==> src/rtl/interboard_pkg.sv <==
// Shared definitions for the interboard link: message type codes, beat
// layout, queued-message layout and the transmit FSM state encoding.
package interboard_pkg;

   // Message type codes shared with the receiver and the game FSMs
   localparam logic [2:0] MSG_NOP    = 3'd0;
   localparam logic [2:0] MSG_HELLO  = 3'd1;
   localparam logic [2:0] MSG_MOVE   = 3'd2;
   localparam logic [2:0] MSG_RESULT = 3'd3;
   localparam logic [2:0] MSG_TURN   = 3'd4;
   localparam logic [2:0] MSG_SYNC   = 3'd5;
   localparam logic [2:0] MSG_ERROR  = 3'd6;
   localparam logic [2:0] MSG_RESET  = 3'd7;

   // Beat layout: bit 5 marks the header (first) beat of a message
   localparam int BEAT_W   = 6;
   localparam int BEAT_HDR = 5;

   // Queued message layout: {en, msg_type[2:0], number[4:0]}
   localparam int MSG_W = 9;

   // Transmit FSM state encoding
   localparam logic [1:0] ST_IDLE   = 2'd0;
   localparam logic [1:0] ST_SETUP  = 2'd1;
   localparam logic [1:0] ST_REQ_HI = 2'd2;
   localparam logic [1:0] ST_REQ_LO = 2'd3;

   function automatic logic [MSG_W-1:0] pack_msg(input logic en, input logic [2:0] msg_type,
                                                 input logic [4:0] number);
      return {en, msg_type, number};
   endfunction

   function automatic logic msg_en(input logic [MSG_W-1:0] msg);
      return msg[8];
   endfunction

   function automatic logic [2:0] msg_type_of(input logic [MSG_W-1:0] msg);
      return msg[7:5];
   endfunction

   function automatic logic [4:0] msg_number(input logic [MSG_W-1:0] msg);
      return msg[4:0];
   endfunction

   // Header beat: {hdr=1, en, 0, msg_type}
   function automatic logic [BEAT_W-1:0] pack_beat0(input logic en, input logic [2:0] msg_type);
      return {1'b1, en, 1'b0, msg_type};
   endfunction

   // Payload beat: {hdr=0, number}
   function automatic logic [BEAT_W-1:0] pack_beat1(input logic [4:0] number);
      return {1'b0, number};
   endfunction

endpackage

==> src/rtl/interboard_msg_fifo.sv <==
// Small synchronous message queue. Show-ahead read: the head entry is
// visible on o_data whenever the queue is non-empty, so the consumer can
// use it in the same cycle it pops. A push while full is accepted only
// when a pop in the same cycle frees the slot.
module interboard_msg_fifo #(
   parameter int DEPTH = 4,
   parameter int WIDTH = 9
) (
   input  logic             clk,
   input  logic             rst,
   input  logic             i_push,
   input  logic [WIDTH-1:0] i_data,
   input  logic             i_pop,
   output logic [WIDTH-1:0] o_data,
   output logic             o_full,
   output logic             o_empty
);

   localparam int AW = $clog2(DEPTH);
   localparam int CW = AW + 1;

   logic [WIDTH-1:0] r_mem [DEPTH];
   logic [AW-1:0]    r_wr_ptr;
   logic [AW-1:0]    r_rd_ptr;
   logic [CW-1:0]    r_count;
   logic             w_do_push;
   logic             w_do_pop;

   assign o_full    = (r_count == CW'(DEPTH));
   assign o_empty   = (r_count == '0);
   assign w_do_pop  = i_pop && !o_empty;
   assign w_do_push = i_push && (!o_full || w_do_pop);
   assign o_data    = r_mem[r_rd_ptr];

   // Storage write; contents need no reset because count gates validity
   always_ff @(posedge clk) begin
      if (w_do_push) begin
         r_mem[r_wr_ptr] <= i_data;
      end
   end

   // Pointer and occupancy tracking; pointers wrap naturally (DEPTH is a power of 2)
   always_ff @(posedge clk) begin
      if (rst) begin
         r_wr_ptr <= '0;
         r_rd_ptr <= '0;
         r_count  <= '0;
      end else begin
         if (w_do_push) begin
            r_wr_ptr <= r_wr_ptr + AW'(1);
         end
         if (w_do_pop) begin
            r_rd_ptr <= r_rd_ptr + AW'(1);
         end
         case ({w_do_push, w_do_pop})
            2'b10:   r_count <= r_count + CW'(1);
            2'b01:   r_count <= r_count - CW'(1);
            default: r_count <= r_count;
         endcase
      end
   end

endmodule

==> src/rtl/interboard_tx.sv <==
// Transmit stage of the interboard link. Queues controller messages,
// splits each into a header beat and a payload beat, and presents them to
// the peer with a 4-phase Request_out/Ack_in handshake. Each Ack_in edge
// is awaited for at most ACK_TIMEOUT cycles; a stalled message is dropped.
module interboard_tx
   import interboard_pkg::*;
#(
   parameter int FIFO_DEPTH   = 4,
   parameter int SETUP_CYCLES = 2,
   parameter int ACK_TIMEOUT  = 50000
) (
   input  logic       clk,
   input  logic       rst,
   input  logic       transmit,
   input  logic       ctrl_en,
   input  logic [2:0] ctrl_msg_type,
   input  logic [4:0] ctrl_number,
   input  logic       Ack_in,
   output logic       Request_out,
   output logic [5:0] inter_data_out,
   output logic       inter_ready,
   output logic       tx_busy,
   output logic       tx_done,
   output logic       tx_timeout,
   output logic       tx_overflow
);

   localparam int TO_W = $clog2(ACK_TIMEOUT);
   localparam int SU_W = $clog2(SETUP_CYCLES + 1);

   logic              r_ack_meta;
   logic              r_ack_s;
   logic [1:0]        r_state;
   logic              r_beat;
   logic [SU_W-1:0]   r_setup_cnt;
   logic [TO_W-1:0]   r_to_cnt;
   logic [BEAT_W-1:0] r_data;
   logic [4:0]        r_number;
   logic              r_req;
   logic              r_done;
   logic              r_timeout;
   logic              r_overflow;

   logic [MSG_W-1:0]  w_msg_in;
   logic [MSG_W-1:0]  w_head;
   logic              w_full;
   logic              w_empty;
   logic              w_pop;

   assign w_msg_in = pack_msg(ctrl_en, ctrl_msg_type, ctrl_number);

   // A new message is taken only when idle and the peer has released Ack;
   // a stale high ack holds the queue until it falls.
   assign w_pop = (r_state == ST_IDLE) && !w_empty && !r_ack_s;

   interboard_msg_fifo #(
      .DEPTH (FIFO_DEPTH),
      .WIDTH (MSG_W)
   ) u_fifo (
      .clk     (clk),
      .rst     (rst),
      .i_push  (transmit),
      .i_data  (w_msg_in),
      .i_pop   (w_pop),
      .o_data  (w_head),
      .o_full  (w_full),
      .o_empty (w_empty)
   );

   // Two-flop synchroniser for the asynchronous peer acknowledge
   always_ff @(posedge clk) begin
      if (rst) begin
         r_ack_meta <= 1'b0;
         r_ack_s    <= 1'b0;
      end else begin
         r_ack_meta <= Ack_in;
         r_ack_s    <= r_ack_meta;
      end
   end

   // Flag a dropped message: push while full with no pop freeing a slot
   always_ff @(posedge clk) begin
      if (rst) begin
         r_overflow <= 1'b0;
      end else begin
         r_overflow <= transmit && w_full && !w_pop;
      end
   end

   // Handshake FSM: setup hold, raise request, wait ack high, drop request,
   // wait ack low; twice per message. Timer restarts on every state change.
   always_ff @(posedge clk) begin
      if (rst) begin
         r_state     <= ST_IDLE;
         r_beat      <= 1'b0;
         r_setup_cnt <= '0;
         r_to_cnt    <= '0;
         r_data      <= '0;
         r_number    <= '0;
         r_req       <= 1'b0;
         r_done      <= 1'b0;
         r_timeout   <= 1'b0;
      end else begin
         r_done    <= 1'b0;
         r_timeout <= 1'b0;
         case (r_state)
            ST_IDLE: begin
               if (w_pop) begin
                  r_data      <= pack_beat0(msg_en(w_head), msg_type_of(w_head));
                  r_number    <= msg_number(w_head);
                  r_beat      <= 1'b0;
                  r_setup_cnt <= '0;
                  r_to_cnt    <= '0;
                  r_state     <= ST_SETUP;
               end
            end
            ST_SETUP: begin
               if (r_setup_cnt == SU_W'(SETUP_CYCLES - 1)) begin
                  r_req    <= 1'b1;
                  r_to_cnt <= '0;
                  r_state  <= ST_REQ_HI;
               end else begin
                  r_setup_cnt <= r_setup_cnt + SU_W'(1);
               end
            end
            ST_REQ_HI: begin
               if (r_ack_s) begin
                  r_req    <= 1'b0;
                  r_to_cnt <= '0;
                  r_state  <= ST_REQ_LO;
               end else if (r_to_cnt == TO_W'(ACK_TIMEOUT - 1)) begin
                  r_req     <= 1'b0;
                  r_timeout <= 1'b1;
                  r_to_cnt  <= '0;
                  r_state   <= ST_IDLE;
               end else begin
                  r_to_cnt <= r_to_cnt + TO_W'(1);
               end
            end
            ST_REQ_LO: begin
               if (!r_ack_s) begin
                  r_to_cnt <= '0;
                  if (!r_beat) begin
                     r_data      <= pack_beat1(r_number);
                     r_beat      <= 1'b1;
                     r_setup_cnt <= '0;
                     r_state     <= ST_SETUP;
                  end else begin
                     r_done  <= 1'b1;
                     r_state <= ST_IDLE;
                  end
               end else if (r_to_cnt == TO_W'(ACK_TIMEOUT - 1)) begin
                  r_timeout <= 1'b1;
                  r_to_cnt  <= '0;
                  r_state   <= ST_IDLE;
               end else begin
                  r_to_cnt <= r_to_cnt + TO_W'(1);
               end
            end
            default: begin
               r_req   <= 1'b0;
               r_state <= ST_IDLE;
            end
         endcase
      end
   end

   assign Request_out    = r_req;
   assign inter_data_out = r_data;
   assign tx_done        = r_done;
   assign tx_timeout     = r_timeout;
   assign tx_overflow    = r_overflow;
   assign inter_ready    = !w_full;
   assign tx_busy        = (r_state != ST_IDLE) || !w_empty;

endmodule
==> config.mk <==
export PLATFORM = sky130hd
export DESIGN_NAME = interboard_tx
export DESIGN_NICKNAME = d
export VERILOG_FILES = /design/src/rtl/interboard_pkg.sv /design/src/rtl/interboard_msg_fifo.sv /design/src/rtl/interboard_tx.sv
export SDC_FILE = /design/constraint.sdc
export NUM_CORES = 1
export LEC_CHECK = 0
export CAP_MARGIN = 10
export CORE_MARGIN = 2
export CORE_UTILIZATION = 55
export CTS_CLUSTER_DIAMETER = 80
export CTS_CLUSTER_SIZE = 20
export DETAILED_ROUTE_END_ITERATION = 7
export PLACE_DENSITY = 0.84
export SYNTH_ARGS = -nofsm -noshare
export SYNTH_HDL_FRONTEND = slang
export SYNTH_HIERARCHICAL = 1
export SYNTH_SLANG_ARGS = --single-unit
==> constraint.sdc <==
create_clock -name clk -period 3.85 [get_ports clk]
set_input_delay 0.5775 -clock clk [delete_from_list [all_inputs] [get_ports clk]]
set_output_delay 0.5775 -clock clk [all_outputs]
set_load 0.02 [all_outputs]
==> impl_metrics.py, run 1 <==
metrics = {
    "synth": {
        "synth_seq_area_share_pct": 55.7,
        "ys_ff_latch": 83,
        "synthArstFlopShare_pct": 0,
        "syn_nets": 343,
        "yosysUniqueCellTypes": 55,
        "netlist_top_cells_count": "dfxtp_1 (47), edfxtp_1 (36), nand2_1 (26)",
        "synth_most_common_cell": "dfxtp_1",
        "synth_top_cell_area_share_pct": 29.8,
        "synth_ff_type": "dfxtp_1",
        "synth_edf_count": 36,
        "yosys-top-cells-area": "edfxtp_1 (30%), dfxtp_1 (26%), mux4_2 (5.6%), nand2_1 (2.7%), a31oi_1 (2.6%)",
        "yosysTopAreaCell": "edfxtp_1",
        "synth.avg_cell_area_um2": 11.3,
        "syn_inst": 322,
        "yosys_warnings": 6,
        "synth.cell_area_mm2": 0.00363,
    },
    "min_path": {
        "worstHoldStart": "r_number[2]",
        "hold_path.class": "register to register",
        "whs_path_depth": 2,
        "hold_end": "r_number[2]",
    },
    "power_and_ir_drop": {
        "p_sw_share_pct": 34.1,
        "p_sw_uw": 851,
        "power.leakage_uw": 0.00139,
        "p_seq_share_pct": 45.8,
        "peakVddDrop_uv": 379,
        "p_int_uw": 1650,
        "power.density_mw_per_mm2": 603,
        "pwr-share-clk_pct": 26.7,
        "combPwrFrac_pct": 27.4,
    },
    "clock_tree": {
        "postCtsResizedCells": 0,
        "cts_root_buf": "clkbuf_8",
        "clk_path_buf_depth": 2,
        "post_cts_buffers": 0,
        "cts_tree": "yes",
        "cts.hold.buffers_added": 0,
        "clk_latency_ps": 360,
        "cts_num_sinks": 83,
        "htreeDepth": 3,
        "clkTransAtPathRegs_ps": 90,
        "cts-buffers-inserted": 9,
    },
    "place": {
        "placed_area_mm2": 0.00393,
        "place_inst": 411,
        "gp_congestion": 0.803,
        "dp_hpwl_mm": 4.97,
        "portBuffers": 24,
    },
    "die": {
        "die_w_um": 85.2,
        "core_area_mm2": 0.00635,
        "rows": 29,
        "die_area_mm2": 0.00726,
        "die_height_um": 85.2,
        "pin_count": 25,
        "start_util_pct": 57.1,
    },
    "critical_path": {
        "rrSetupSlack_ps": 680,
        "start_kind": "register",
        "criticalPathCategory": "register to register",
        "critPathMaxStageDelay_ps": 570,
        "worstReg2RegStart": "u_fifo/r_count[1]",
        "cp_num_buf_inv": 5,
        "cp_top_family": "simple AND/OR/NAND/NOR gates",
        "r2r-end": "u_fifo/r_count[2]",
        "critPathSlowestCell": "or4_1",
        "worstPathMaxFanout": 10,
        "cp_common_cell": "inv_1",
        "endpoint_kind": "register",
        "worstPathArrival_ps": 3440,
        "path_cells": "nor3_1 -> buf_4 -> or4_1 -> clkinv_1 -> inv_1 -> a21boi_2 -> inv_1 -> ha_1 -> inv_1 -> fa_1 -> xor2_1 -> or3_2 -> a21oi_1",
        "critical_path_required_ps": 4120,
        "rr_worst_depth": 13,
    },
    "sta": {
        "finalHoldViolations": 0,
        "tightestPinTransition_ps": 905,
        "relSlewSlack_pct": 39.5,
        "timing.fmax_mhz": 315,
        "finalSetupViolCount": 0,
        "finClkSkew_ps": 10.6,
        "drv_slew": 0,
        "period_minus_slack_ps": 3170,
        "rsz0062_at_grt": "no",
        "tns_ps": 0,
        "fin_crit_sh_pct": 82.4,
    },
    "detailed_routing": {
        "drt_iter0_markers": 183,
        "viasPerCell": 6.06,
        "first_pass_iters": 6,
        "vias": 2586,
        "drcViolationCount": 0,
        "routedWlPerCell_um": 16.7,
        "ant_nets": 0,
        "wirelength_mm": 7.15,
    },
    "layout": {
        "drive_gt1_share_pct": 12.9,
        "syn2layout_area_growth_pct": 14.3,
        "final_cells": 427,
        "fin_nets": 366,
        "n_antenna_cell": 0,
        "finalInstanceArea_mm2": 0.00415,
        "post-route-util_pct": 65.3,
    },
    "global_routing": {
        "gr-total-overflow": 0,
        "grt_max_degree": 26,
        "grt_pass1_vias": 2556,
        "antenna_found_initial": 0,
        "grt_use_total_pct": 21.4,
        "grt_pass1_wl_mm": 12.2,
    },
    "run": {
        "maxCapViolCount": 0,
    },
    "status": {
        "status": "finished, final reports clean",
    },
}
## registers in the layout, summed over array words and instances, names as in the netlist, named ones only
signal           flops
Request_out          1
u_fifo/r_count       3
u_fifo/r_rd_ptr      2
r_ack_meta           1
r_state              2
tx_overflow          1
r_setup_cnt          2
r_ack_s              1
r_beat               1
r_to_cnt            16
tx_done              1
inter_data_out       6
tx_timeout           1
u_fifo/r_wr_ptr      2
r_number             5
u_fifo/r_mem        36
## power by group through the flow
| stage | Combinational (uW) | Clock (uW) | Sequential (uW) |
|---|---|---|---|
| after floorplan | 476 | 0 | 1150 |
| after global placement | 663 | 0 | 1160 |
| after detailed placement | 684 | 0 | 1170 |
| after CTS | 688 | 678 | 1150 |
| after global routing | 756 | 720 | 1170 |
| final | 686 | 669 | 1150 |
## placed cells by master (no fill, tap or decap), types with 5 or more instances in the layout
master / netlist / routed
a31oi_1: 15 / 15
a21oi_1: 15 / 15
clkbuf_8: 0 / 9
ha_1: 7 / 7
inv_1: 15 / 15
dfxtp_1: 47 / 47
nand3_1: 11 / 11
a311oi_1: 5 / 5
edfxtp_1: 36 / 36
clkdlybuf4s50_1: 0 / 24
nand4_1: 8 / 8
o21ai_0: 9 / 9
nor2b_1: 5 / 5
or4_1: 5 / 5
nor3_1: 7 / 7
nor2_1: 22 / 22
mux4_2: 9 / 9
nand3b_1: 6 / 6
nand2_1: 26 / 26
## worst register-to-register path, cell delays in order (launching register included)
cell      delay [ps]
dfxtp_1          440
nor3_1            90
buf_4            150
or4_1            570
clkinv_1         240
inv_1             80
a21boi_2         290
inv_1             80
ha_1             220
inv_1             80
fa_1             190
xor2_1            80
or3_2            420
a21oi_1          160
## per-stage QoR
step	hold WS [ps]	setup WS, ps	total power (uW)
detailed placement	456	743	1850
finish	468	676	2500
floorplan	414	923	1620
CTS	468	694	2510
global route	488	524	2640
global placement	451	882	1820
## cell families (layout without fill, tap and decap cells)
| logic type | after synthesis | count (layout) | share of synthesized area (%) |
|---|---|---|---|
| compound gates | 65 | 65 | 11.9 |
| xor+xnor | 5 | 5 | 1.21 |
| fa+ha+maj | 8 | 8 | 2.97 |
| buf+inv | 33 | 61 | 3.48 |
| flops | 83 | 83 | 55.7 |
| mux | 12 | 12 | 6.55 |
| simple gates | 116 | 116 | 18.1 |
## area by class of cell
type | instances | area (um^2)
fill | 512 | 2200
sequential | 83 | 2020
multi-input combinational | 206 | 1480
timing repair buffer | 28 | 270
clock buffer | 9 | 124
tap | 77 | 96.3
clock inverter | 7 | 92.6
inverter | 17 | 63.8
## routing by layer
| metal | routed length (um) | vias up | track usage, % |
|---|---|---|---|
| met1 | 3170 | 1240 | 27.1 |
| met2 | 3530 | 70 | 34.8 |
| met5 | 0 | - | 0 |
| li1 | - | 1267 | - |
| met4 | 116 | 0 | 9.09 |
| met3 | 337 | 9 | 5.54 |
## worst max path at each step
stage / start / to / slack [ps] / cells past startpoint
after floorplan: u_fifo/r_count[1] / u_fifo/r_count[2] / 920 / 13
after CTS: u_fifo/r_count[1] / u_fifo/r_count[2] / 690 / 13
final: u_fifo/r_count[1] / u_fifo/r_count[2] / 680 / 13
after global placement: u_fifo/r_count[0] / u_fifo/r_count[2] / 880 / 13
after global routing: u_fifo/r_count[0] / u_fifo/r_count[2] / 520 / 13
after detailed placement: u_fifo/r_count[1] / u_fifo/r_count[2] / 740 / 13
(Power assumes the default switching activity.)
==> inputs of run 2 (changes only) <==
==> constraint.sdc (replaced) <==
create_clock -name clk -period 2.96 [get_ports clk]
set_input_delay 0.444 -clock clk [delete_from_list [all_inputs] [get_ports clk]]
set_output_delay 0.444 -clock clk [all_outputs]
set_load 0.02 [all_outputs]
==> run 2 against run 1 <==
  * Cell count increased by 1.4%
  * Global-route usage decreased by 0.92 points
  * Non-clock buffer count increased by 6
  * Combinational power increased by 42%
  * Worst setup slack got worse by 390 ps
  * Critical path depth decreased by 2
  * First-iteration DRC count decreased by 14%
  * Maximum frequency increased by 19%
  * Register-to-register slack got worse by 390 ps
  * Clock power increased by 18%
  * Clock-buffer cell count unchanged
  * Die area unchanged
==> impl_metrics.py, run 2 (synthesis gave the netlist of run 1 again) <==
metrics = {
    "layout": {
        "final_cells": 433,
        "syn2layout_area_growth_pct": 15.1,
        "n_antenna_cell": 0,
        "fillerInstances": 456,
        "post-route-util_pct": 65.8,
        "drive_gt1_share_pct": 14.3,
        "layout_commonest_cell": "dfxtp_1",
        "regMostFlops": "u_fifo/r_mem",
        "fin_nets": 372,
        "largest_reg_flops": 36,
        "ff_latch_area_mm2": 0.00202,
        "multiInputGateArea_mm2": 0.00148,
        "finalInstanceArea_mm2": 0.00418,
        "layout_common_cells": "dfxtp_1 (47), edfxtp_1 (36), nand2_1 (26)",
    },
    "sta": {
        "timing.fmax_mhz": 374,
        "rsz0062_at_grt": "no",
        "drv_slew": 0,
        "tns_ps": 0,
        "finalHoldViolations": 0,
        "relSlewSlack_pct": 56.6,
        "period_minus_slack_ps": 2670,
        "finClkSkew_ps": 10.7,
        "finalSetupViolCount": 0,
        "fin_crit_sh_pct": 90.3,
        "tightestPinTransition_ps": 646,
    },
    "clock_tree": {
        "cts_tree": "yes",
        "htreeDepth": 3,
        "cts_root_buf": "clkbuf_8",
        "cts_num_sinks": 83,
        "postCtsResizedCells": 0,
        "clk_path_buf_depth": 2,
        "post_cts_buffers": 0,
        "cts.hold.buffers_added": 0,
        "cts-buffers-inserted": 9,
        "clkTransAtPathRegs_ps": 80,
        "clk_latency_ps": 360,
    },
    "power_and_ir_drop": {
        "peakVddDrop_uv": 689,
        "power.density_mw_per_mm2": 771,
        "power.leakage_uw": 0.00141,
    },
    "global_routing": {
        "grt_use_total_pct": 20.4,
        "grt_pass1_vias": 2525,
        "grt_max_degree": 38,
        "antenna_found_initial": 0,
        "grt_pass1_wl_mm": 11.8,
        "gr-total-overflow": 0,
    },
    "critical_path": {
        "critPathMaxStageDelay_ps": 440,
        "cp_top_family": "simple AND/OR/NAND/NOR gates",
        "critical_path_required_ps": 3250,
        "criticalPathCategory": "register to register",
        "critPathSlowestCell": "or4_1",
        "path_cells": "nor3_1 -> or4_1 -> clkinv_1 -> o31ai_1 -> inv_1 -> ha_1 -> inv_1 -> fa_1 -> xor2_1 -> or3_2 -> a21oi_1",
        "start_kind": "register",
        "cp_common_cell": "inv_1",
        "worst-path-stages": 11,
        "cp_num_buf_inv": 3,
        "rr_worst_depth": 11,
        "endpoint_kind": "register",
        "worstPathArrival_ps": 2960,
        "worstPathMaxFanout": 5,
    },
    "place": {
        "place_inst": 417,
        "gp_congestion": 0.864,
        "placed_area_mm2": 0.00398,
        "portBuffers": 24,
        "dp_hpwl_mm": 4.96,
    },
    "die": {
        "die_height_um": 85.2,
        "die_w_um": 85.2,
        "pin_count": 25,
        "die_area_mm2": 0.00726,
        "start_util_pct": 57.1,
        "rows": 29,
        "core_area_mm2": 0.00635,
    },
    "detailed_routing": {
        "drt_iter0_markers": 157,
        "vias": 2632,
        "routedWlPerCell_um": 16.6,
        "wirelength_mm": 7.18,
        "ant_nets": 0,
        "viasPerCell": 6.08,
        "drcViolationCount": 0,
        "first_pass_iters": 4,
    },
    "run": {
        "maxCapViolCount": 0,
    },
    "min_path": {
        "hold_path.class": "register to register",
        "whs_path_depth": 1,
    },
    "status": {
        "status": "finished, final reports clean",
    },
}
run 2: cell types whose count changed in the layout (fill, tap and decap cells not counted), sizes merged:
| cell | delta |
|---|---|
| buf | +6 |
| bufinv | -1 |
| clkinv | +1 |
run 2: per-stage QoR:
step,hold slack [ps],power [uW],setup slack [ps]
detailed placement,450,2450,312
finish,457,3220,289
floorplan,414,2110,32.6
CTS,462,3240,285
global placement,446,2410,445
global route,479,3400,139
run 2: area by class of cell:
type / instances / share of cell area (%)
clock buffer: 9 / 2.97
tap: 77 / 2.31
multi-input combinational: 206 / 35.4
inverter: 17 / 1.53
timing repair buffer: 34 / 7.55
clock inverter: 7 / 1.83
sequential: 83 / 48.4
run 2: layer usage:
layer | track usage, % | wire length (um)
met4 | 7.07 | 108
met2 | 34.1 | 3620
met1 | 25.8 | 3200
met3 | 5.54 | 250
met5 | 0 | 0
run 2: power by group:
part	total [uW]	switching (uW)	leakage (uW)	internal, uW
sequential	1460	114	0.000713	1350
combinational	971	554	0.000594	417
clock	787	453	0.000103	335
total	3220	1120	0.00141	2100
run 2: final timing paths:
path | from | to | slack, ps
worst max-delay path | u_fifo/r_count[0] | u_fifo/r_count[2] | 290
worst min-delay path | r_ack_meta | r_ack_s | 460
worst min register to register | r_ack_meta | r_ack_s | 460
worst max register to register | u_fifo/r_count[0] | u_fifo/r_count[2] | 290
